==> src/rtl/spi_boot_loader_pkg.sv <==
// Shared constants and state encoding for the SPI boot loader.
// SPI READ frame layout, word width and loader FSM states.
package spi_boot_loader_pkg;

  localparam logic [7:0]  SPI_CMD_READ     = 8'h03;
  localparam logic [15:0] EEPROM_BOOT_ADDR = 16'h0000;
  localparam int          SPI_CMD_BITS     = 24;
  localparam int          BOOT_WORD_BITS   = 16;
  localparam int          SHIFT_LEN_W      = 5;

  // Full READ frame shifted out MSB first: command byte then 16-bit address.
  localparam logic [SPI_CMD_BITS-1:0] READ_FRAME = {SPI_CMD_READ, EEPROM_BOOT_ADDR};

  typedef enum logic [2:0] {
    IDLE,
    CMD,
    DATA,
    WRITE,
    DONE
  } loaderState_t;

endpackage

==> src/rtl/spi_boot_loader_shifter.sv <==
// SPI mode-0 bit engine for the boot loader.
// CLK_DIV sysclk cycles per SCLK half-period; each bit is a low phase
// (MOSI valid) followed by a high phase. MISO is captured on the edge that
// raises SCLK. o_lastEdge flags the edge ending the final high phase so the
// caller can chain the next transfer on that same edge. i_hold freezes the
// engine with SCLK low.
module spi_boot_loader_shifter
  import spi_boot_loader_pkg::*;
#(
  parameter int CLK_DIV = 2
) (
  input  logic                    i_clk,
  input  logic                    i_rst,
  input  logic                    i_load,
  input  logic [SHIFT_LEN_W-1:0]  i_len,
  input  logic [SPI_CMD_BITS-1:0] i_txWord,
  input  logic                    i_hold,
  input  logic                    i_miso,
  output logic                    o_sclk,
  output logic                    o_mosi,
  output logic                    o_lastEdge,
  output logic [BOOT_WORD_BITS-1:0] o_rxWord
);

  localparam int DIV_W = (CLK_DIV > 1) ? $clog2(CLK_DIV) : 1;
  localparam logic [DIV_W-1:0] DIV_LAST = DIV_W'(CLK_DIV - 1);

  logic [DIV_W-1:0]          divCnt;
  logic [SHIFT_LEN_W-1:0]    bitsLeft;
  logic                      active;
  logic [SPI_CMD_BITS-1:0]   txShift;
  logic [BOOT_WORD_BITS-1:0] rxShift;
  logic                      phaseEnd;

  assign phaseEnd   = active && !i_hold && (divCnt == DIV_LAST);
  assign o_lastEdge = phaseEnd && o_sclk && (bitsLeft == SHIFT_LEN_W'(1));
  assign o_rxWord   = rxShift;

  // Divider, bit counter and shift registers; a load restarts a transfer.
  always_ff @(posedge i_clk or posedge i_rst) begin
    // NOTE: registers use non-blocking assignments so every branch reads pre-edge values.
    if (i_rst) begin
      divCnt   <= '0;
      bitsLeft <= '0;
      active   <= 1'b0;
      txShift  <= '0;
      rxShift  <= '0;
      o_sclk   <= 1'b0;
      o_mosi   <= 1'b0;
    end else if (i_load) begin
      active   <= 1'b1;
      divCnt   <= '0;
      bitsLeft <= i_len;
      o_mosi   <= i_txWord[SPI_CMD_BITS-1];
      txShift  <= {i_txWord[SPI_CMD_BITS-2:0], 1'b0};
      o_sclk   <= 1'b0;
    end else if (active && !i_hold) begin
      if (phaseEnd) begin
        divCnt <= '0;
        if (!o_sclk) begin
          o_sclk  <= 1'b1;
          rxShift <= {rxShift[BOOT_WORD_BITS-2:0], i_miso};
        end else begin
          o_sclk   <= 1'b0;
          bitsLeft <= bitsLeft - SHIFT_LEN_W'(1);
          if (bitsLeft == SHIFT_LEN_W'(1)) begin
            active <= 1'b0;
            o_mosi <= 1'b0;
          end else begin
            o_mosi  <= txShift[SPI_CMD_BITS-1];
            txShift <= {txShift[SPI_CMD_BITS-2:0], 1'b0};
          end
        end
      end else begin
        divCnt <= divCnt + DIV_W'(1);
      end
    end
  end

endmodule

==> src/rtl/spi_boot_loader.sv <==
// Boot-time image loader: SPI EEPROM (READ 0x03 from 0x0000) -> parallel SRAM.
// Copies LOAD_WORDS 16-bit words to SRAM addresses 0..LOAD_WORDS-1, one
// single-cycle write strobe per word, holding SCLK low during each write.
// Optional feature macro BOOT_LOADER_CHECKSUM_EN adds o_csumOk, high in DONE
// when the mod-2^16 sum of all loaded words is zero.
module spi_boot_loader
  import spi_boot_loader_pkg::*;
#(
  parameter int CLK_DIV    = 2,
  parameter int LOAD_WORDS = 32768
) (
  input  logic        i_clk,
  input  logic        i_rst,
  input  logic        i_start,
  input  logic        i_spiMISO,
  output logic        o_spiMOSI,
  output logic        o_spiCLK,
  output logic        o_spiCSn,
  output logic [15:0] o_memAddr,
  output logic [15:0] o_memData,
  output logic        o_memEn,
  output logic        o_memWr,
  output logic        o_busy,
  output logic        o_done
`ifdef BOOT_LOADER_CHECKSUM_EN
  ,
  output logic        o_csumOk
`endif
);

  generate
    if (LOAD_WORDS < 1 || LOAD_WORDS > 32768) begin : gLoadWordsRange
      $error("spi_boot_loader: LOAD_WORDS must be in 1..32768");
    end
    if (CLK_DIV < 1) begin : gClkDivRange
      $error("spi_boot_loader: CLK_DIV must be >= 1");
    end
  endgenerate

  localparam logic [15:0] LAST_WORD = 16'(LOAD_WORDS - 1);

  loaderState_t            state;
  logic [15:0]             wordCnt;
  logic                    startOk;
  logic                    shLoad;
  logic [SHIFT_LEN_W-1:0]  shLen;
  logic [SPI_CMD_BITS-1:0] shTx;
  logic                    shLast;
  logic [BOOT_WORD_BITS-1:0] rxWord;

  assign startOk = i_start && (state == IDLE || state == DONE);

  spi_boot_loader_shifter #(
    .CLK_DIV (CLK_DIV)
  ) uShifter (
    .i_clk      (i_clk),
    .i_rst      (i_rst),
    .i_load     (shLoad),
    .i_len      (shLen),
    .i_txWord   (shTx),
    .i_hold     (state == WRITE),
    .i_miso     (i_spiMISO),
    .o_sclk     (o_spiCLK),
    .o_mosi     (o_spiMOSI),
    .o_lastEdge (shLast),
    .o_rxWord   (rxWord)
  );

  // Shifter load requests, issued on the same edge as the FSM transition.
  always_comb begin
    // NOTE: defaults first so every path assigns every output (no inferred latch).
    shLoad = 1'b0;
    shLen  = SHIFT_LEN_W'(BOOT_WORD_BITS);
    shTx   = '0;
    if (startOk) begin
      shLoad = 1'b1;
      shLen  = SHIFT_LEN_W'(SPI_CMD_BITS);
      shTx   = READ_FRAME;
    end else if (state == CMD && shLast) begin
      shLoad = 1'b1;
    end else if (state == WRITE && wordCnt != LAST_WORD) begin
      shLoad = 1'b1;
    end
  end

`ifdef BOOT_LOADER_CHECKSUM_EN
  logic [15:0] csum;
  logic [15:0] csumNext;
  assign csumNext = csum + o_memData;
`endif

  // Loader FSM with word counter and registered SRAM/SPI control outputs.
  always_ff @(posedge i_clk or posedge i_rst) begin
    if (i_rst) begin
      state     <= IDLE;
      wordCnt   <= '0;
      o_spiCSn  <= 1'b1;
      o_memAddr <= '0;
      o_memData <= '0;
      o_memEn   <= 1'b0;
      o_memWr   <= 1'b0;
      o_busy    <= 1'b0;
      o_done    <= 1'b0;
`ifdef BOOT_LOADER_CHECKSUM_EN
      csum      <= '0;
      o_csumOk  <= 1'b0;
`endif
    end else begin
      o_memEn <= 1'b0;
      o_memWr <= 1'b0;
      unique case (state)
        IDLE, DONE: begin
          if (i_start) begin
            state    <= CMD;
            wordCnt  <= '0;
            o_spiCSn <= 1'b0;
            o_busy   <= 1'b1;
            o_done   <= 1'b0;
`ifdef BOOT_LOADER_CHECKSUM_EN
            csum     <= '0;
            o_csumOk <= 1'b0;
`endif
          end
        end
        CMD: begin
          if (shLast) state <= DATA;
        end
        DATA: begin
          if (shLast) begin
            state     <= WRITE;
            o_memEn   <= 1'b1;
            o_memWr   <= 1'b1;
            o_memData <= rxWord;
            o_memAddr <= wordCnt;
          end
        end
        WRITE: begin
`ifdef BOOT_LOADER_CHECKSUM_EN
          csum <= csumNext;
`endif
          if (wordCnt == LAST_WORD) begin
            state    <= DONE;
            o_spiCSn <= 1'b1;
            o_busy   <= 1'b0;
            o_done   <= 1'b1;
`ifdef BOOT_LOADER_CHECKSUM_EN
            o_csumOk <= (csumNext == 16'h0000);
`endif
          end else begin
            state   <= DATA;
            wordCnt <= wordCnt + 16'd1;
          end
        end
        default: state <= IDLE;
      endcase
    end
  end

endmodule

==> config.mk <==
export PLATFORM = sky130hd
export DESIGN_NAME = spi_boot_loader
export DESIGN_NICKNAME = d
export VERILOG_FILES = /design/src/rtl/spi_boot_loader_pkg.sv /design/src/rtl/spi_boot_loader_shifter.sv /design/src/rtl/spi_boot_loader.sv
export SDC_FILE = /design/constraint.sdc
export NUM_CORES = 1
export LEC_CHECK = 0
export BUFFER_PORTS_ARGS = -buffer_cell sky130_fd_sc_hd__buf_2
export CAP_MARGIN = 20
export CORE_ASPECT_RATIO = 1.2
export CORE_MARGIN = 2
export CORE_UTILIZATION = 56
export DETAILED_ROUTE_END_ITERATION = 8
export PLACE_DENSITY = 0.76
export SLEW_MARGIN = 20
export SYNTH_ARGS = -nofsm -noshare
export SYNTH_HDL_FRONTEND = slang
export SYNTH_SLANG_ARGS = --single-unit
==> constraint.sdc <==
create_clock -name i_clk -period 3.5 [get_ports i_clk]
set_clock_uncertainty 0.15 [all_clocks]
set_input_delay 0.7 -clock i_clk [delete_from_list [all_inputs] [get_ports i_clk]]
set_output_delay 0.7 -clock i_clk [all_outputs]
set_load 0.01 [all_outputs]
==> metrics.yaml <==
grt_usage: 0.207
portBuffers: 42
final_cells: 448
diodes: 0
die_h_um: 95.3
crit_path_max_fanout: 33
grt_pass1_vias: 2453
ant_nets: 0
synth_nets: 324
gp_congestion: 0.805
htree_levels: 3
path_clk_slew_ns: 0.10
cts_setup_buffers: 0
area_delta_synth_final_pct: 11.6
ys_dominant_reg_cell: "dfrtp_1"
grt_first_pass_wirelength_um: 12000
worstMarginPinSlew_ns: 0.677
firstDrtPassIters: 4
num_io_pins: 43
clockBufferDepth: 2
placed_cells: 432
antenna_found_initial: 0
cts_made_buffers: 9
cts_tree: "yes"
num_vias: 2632
slew_headroom: 0.548
yosys_warnings: 0
first_iter_violations: 116
start_kind: "flip-flop"
power_per_cell_area_nw_per_um2: 630
worst_slack_ns: 1.12
synth.top_cell.area_share: 0.554
yosys-top-cells-count: "dfrtp_1 (86), mux2_2 (47), nand2_1 (20), a21oi_1 (16)"
synth_area_sq_um: 3890
chipWidth_um: 80.1
post_drt_wl_per_cell_um: 16.4
cts_sinks: 87
end_kind: "flip-flop"
hold_path_class: "in2async"
critical_path_required_ns: 3.60
cts-root-buf: "clkbuf_8"
setup_viol: 0
status: "complete, no violations"
drive_gt1_frac: 0.332
finalCritPeriodShare: 0.680
synth-edff-count: 0
ys_seq_elements: 87
synthArstFlopShare: 1.00
initial_core_util: 0.574
cts_resized: 0
fmax_ghz: 0.420
rsz0062_at_grt: "false"
ys_top_cells_by_area: "dfrtp_1 (55%), mux2_2 (14%), mux2i_1 (2.6%), a21oi_1 (2.1%), nand2_1 (1.9%)"
hold_viol: 0
routed_wl_um: 7340
avgSynthCellArea_sq_um: 12.3
period_minus_slack_ns: 2.38
cp.arrival_ns: 2.48
die_area_sq_um: 7630
clock_latency_ns: 0.37
grt-ovfl-total: 0
synth-seq-area-share: 0.560
viasPerCell: 5.88
pre_cts_ws_ns: 1.13
drv_slew: 0
synthCells: 317
drc: 0
tns_ns: 0
coreArea_sq_um: 6770
power_mw: 2.73
grt_max_degree: 49
cts_hold_buf: 0
synth.distinct_cells: 49
core.rowCount: 33
p_leak_nw: 2.08
hpwlAfterDp_um: 4910
fin_nets: 363
synth_top_area_cell: "dfrtp_1"
ir_worst_vdd_uv: 396
crit_type: "reg2reg"
drv_cap: 0
synth.most_common_cell: "dfrtp_1"
[cell families (layout without fill, tap and decap cells)]
kind of cell | after synthesis | in the layout | synth area share
DFF | 87 | 87 | 0.560
AOI/OAI and AO/OA | 49 | 49 | 0.0795
muxes | 58 | 58 | 0.165
and+or+nand+nor | 90 | 90 | 0.141
adders and majority gates | 3 | 3 | 0.00966
buffers and inverters | 26 | 70 | 0.0360
xor gates and xnor gates | 4 | 4 | 0.00901
[metal layers]
| metal | share of wire | vias to the layer above | routed length (um) | track usage |
|---|---|---|---|---|
| met4 | 0.011 | 0 | 83 | 0.0763 |
| met1 | 0.44 | 1308 | 3240 | 0.272 |
| met3 | 0.050 | 10 | 366 | 0.0549 |
| met5 | 0 | - | 0 | 0 |
| met2 | 0.50 | 67 | 3650 | 0.331 |
| li1 | - | 1247 | - | - |
[area by class of cell]
cell class / count / area [sq um]
fill: 539 / 2430
inverter: 8 / 31.3
sequential: 87 / 2180
timing repair buffer: 46 / 253
multi-input combinational: 204 / 1570
tap: 87 / 109
clock buffer: 9 / 124
clock inverter: 7 / 72.6
[per-stage QoR]
step | hold WS (ns) | utilization | cell area [sq um]
after CTS | 0.264 | 0.640 | 4340
after global placement | 0.305 | 0.611 | 4140
after detailed placement | 0.303 | 0.611 | 4140
after global routing | 0.304 | 0.640 | 4340
final | 0.253 | 0.640 | 4340
after floorplan | 0.315 | - | 3890
[placed cells by master (no fill, tap or decap), types with 7 or more instances in the layout]
cell type / synthesis / final
buf_2: 5 / 42
mux2_2: 47 / 47
o21ai_0: 10 / 10
nand3_1: 12 / 12
dfrtp_1: 86 / 86
nand2_1: 20 / 20
nor2_1: 9 / 9
nand4_1: 7 / 7
clkbuf_8: 0 / 9
a21oi_1: 16 / 16
inv_1: 8 / 7
mux2i_1: 10 / 10
o31ai_1: 7 / 7
nor3_1: 12 / 12
[sequential cells by signal, indices dropped and copies added (netlist names)]
register / flops
uShifter.bitsLeft: 5
uShifter.active: 1
uShifter.divCnt: 1
uShifter.o_rxWord: 16
o_spiCSn: 1
o_memAddr: 16
uShifter.txShift: 7
uShifter.o_sclk: 1
uShifter.o_mosi: 1
o_memData: 16
o_done: 1
o_busy: 1
wordCnt: 16
o_memWr: 1
state: 3
[critical path, cell delays in order, from the launching register on]
cell,delay [ns]
dfrtp_1,0.40
inv_1,0.08
ha_1,0.16
nor4b_4,0.36
nand3_2,0.16
nor3_4,0.14
buf_4,0.40
mux2_2,0.39
[path summary, 6_finish.rpt]
kind | cells past startpoint | to | slack [ns] | startpoint
worst max-delay path | 7 | o_memData[12]$_DFFE_PP0P_ | 1.12 | uShifter.bitsLeft[1]$_DFFE_PP0P_
worst min-delay path | 2 | o_memWr$_DFF_PP0_ | 0.25 | i_rst
worst max register to register | 7 | o_memData[12]$_DFFE_PP0P_ | 1.12 | uShifter.bitsLeft[1]$_DFFE_PP0P_
worst min register to register | 2 | o_spiCSn$_DFFE_PP1P_ | 0.32 | o_spiCSn$_DFFE_PP1P_
max in group asynchronous | 3 | o_spiCSn$_DFFE_PP1P_ | 2.20 | i_rst
min in group i_clk | 2 | o_spiCSn$_DFFE_PP1P_ | 0.32 | o_spiCSn$_DFFE_PP1P_
[report_power, final]
group	leakage, nW	total, mW	internal, mW	switching, mW
clock	0.0970	0.687	0.280	0.407
combinational	0.836	0.664	0.311	0.353
sequential	1.15	1.38	1.20	0.185
Power figures use the tool's default switching activity.
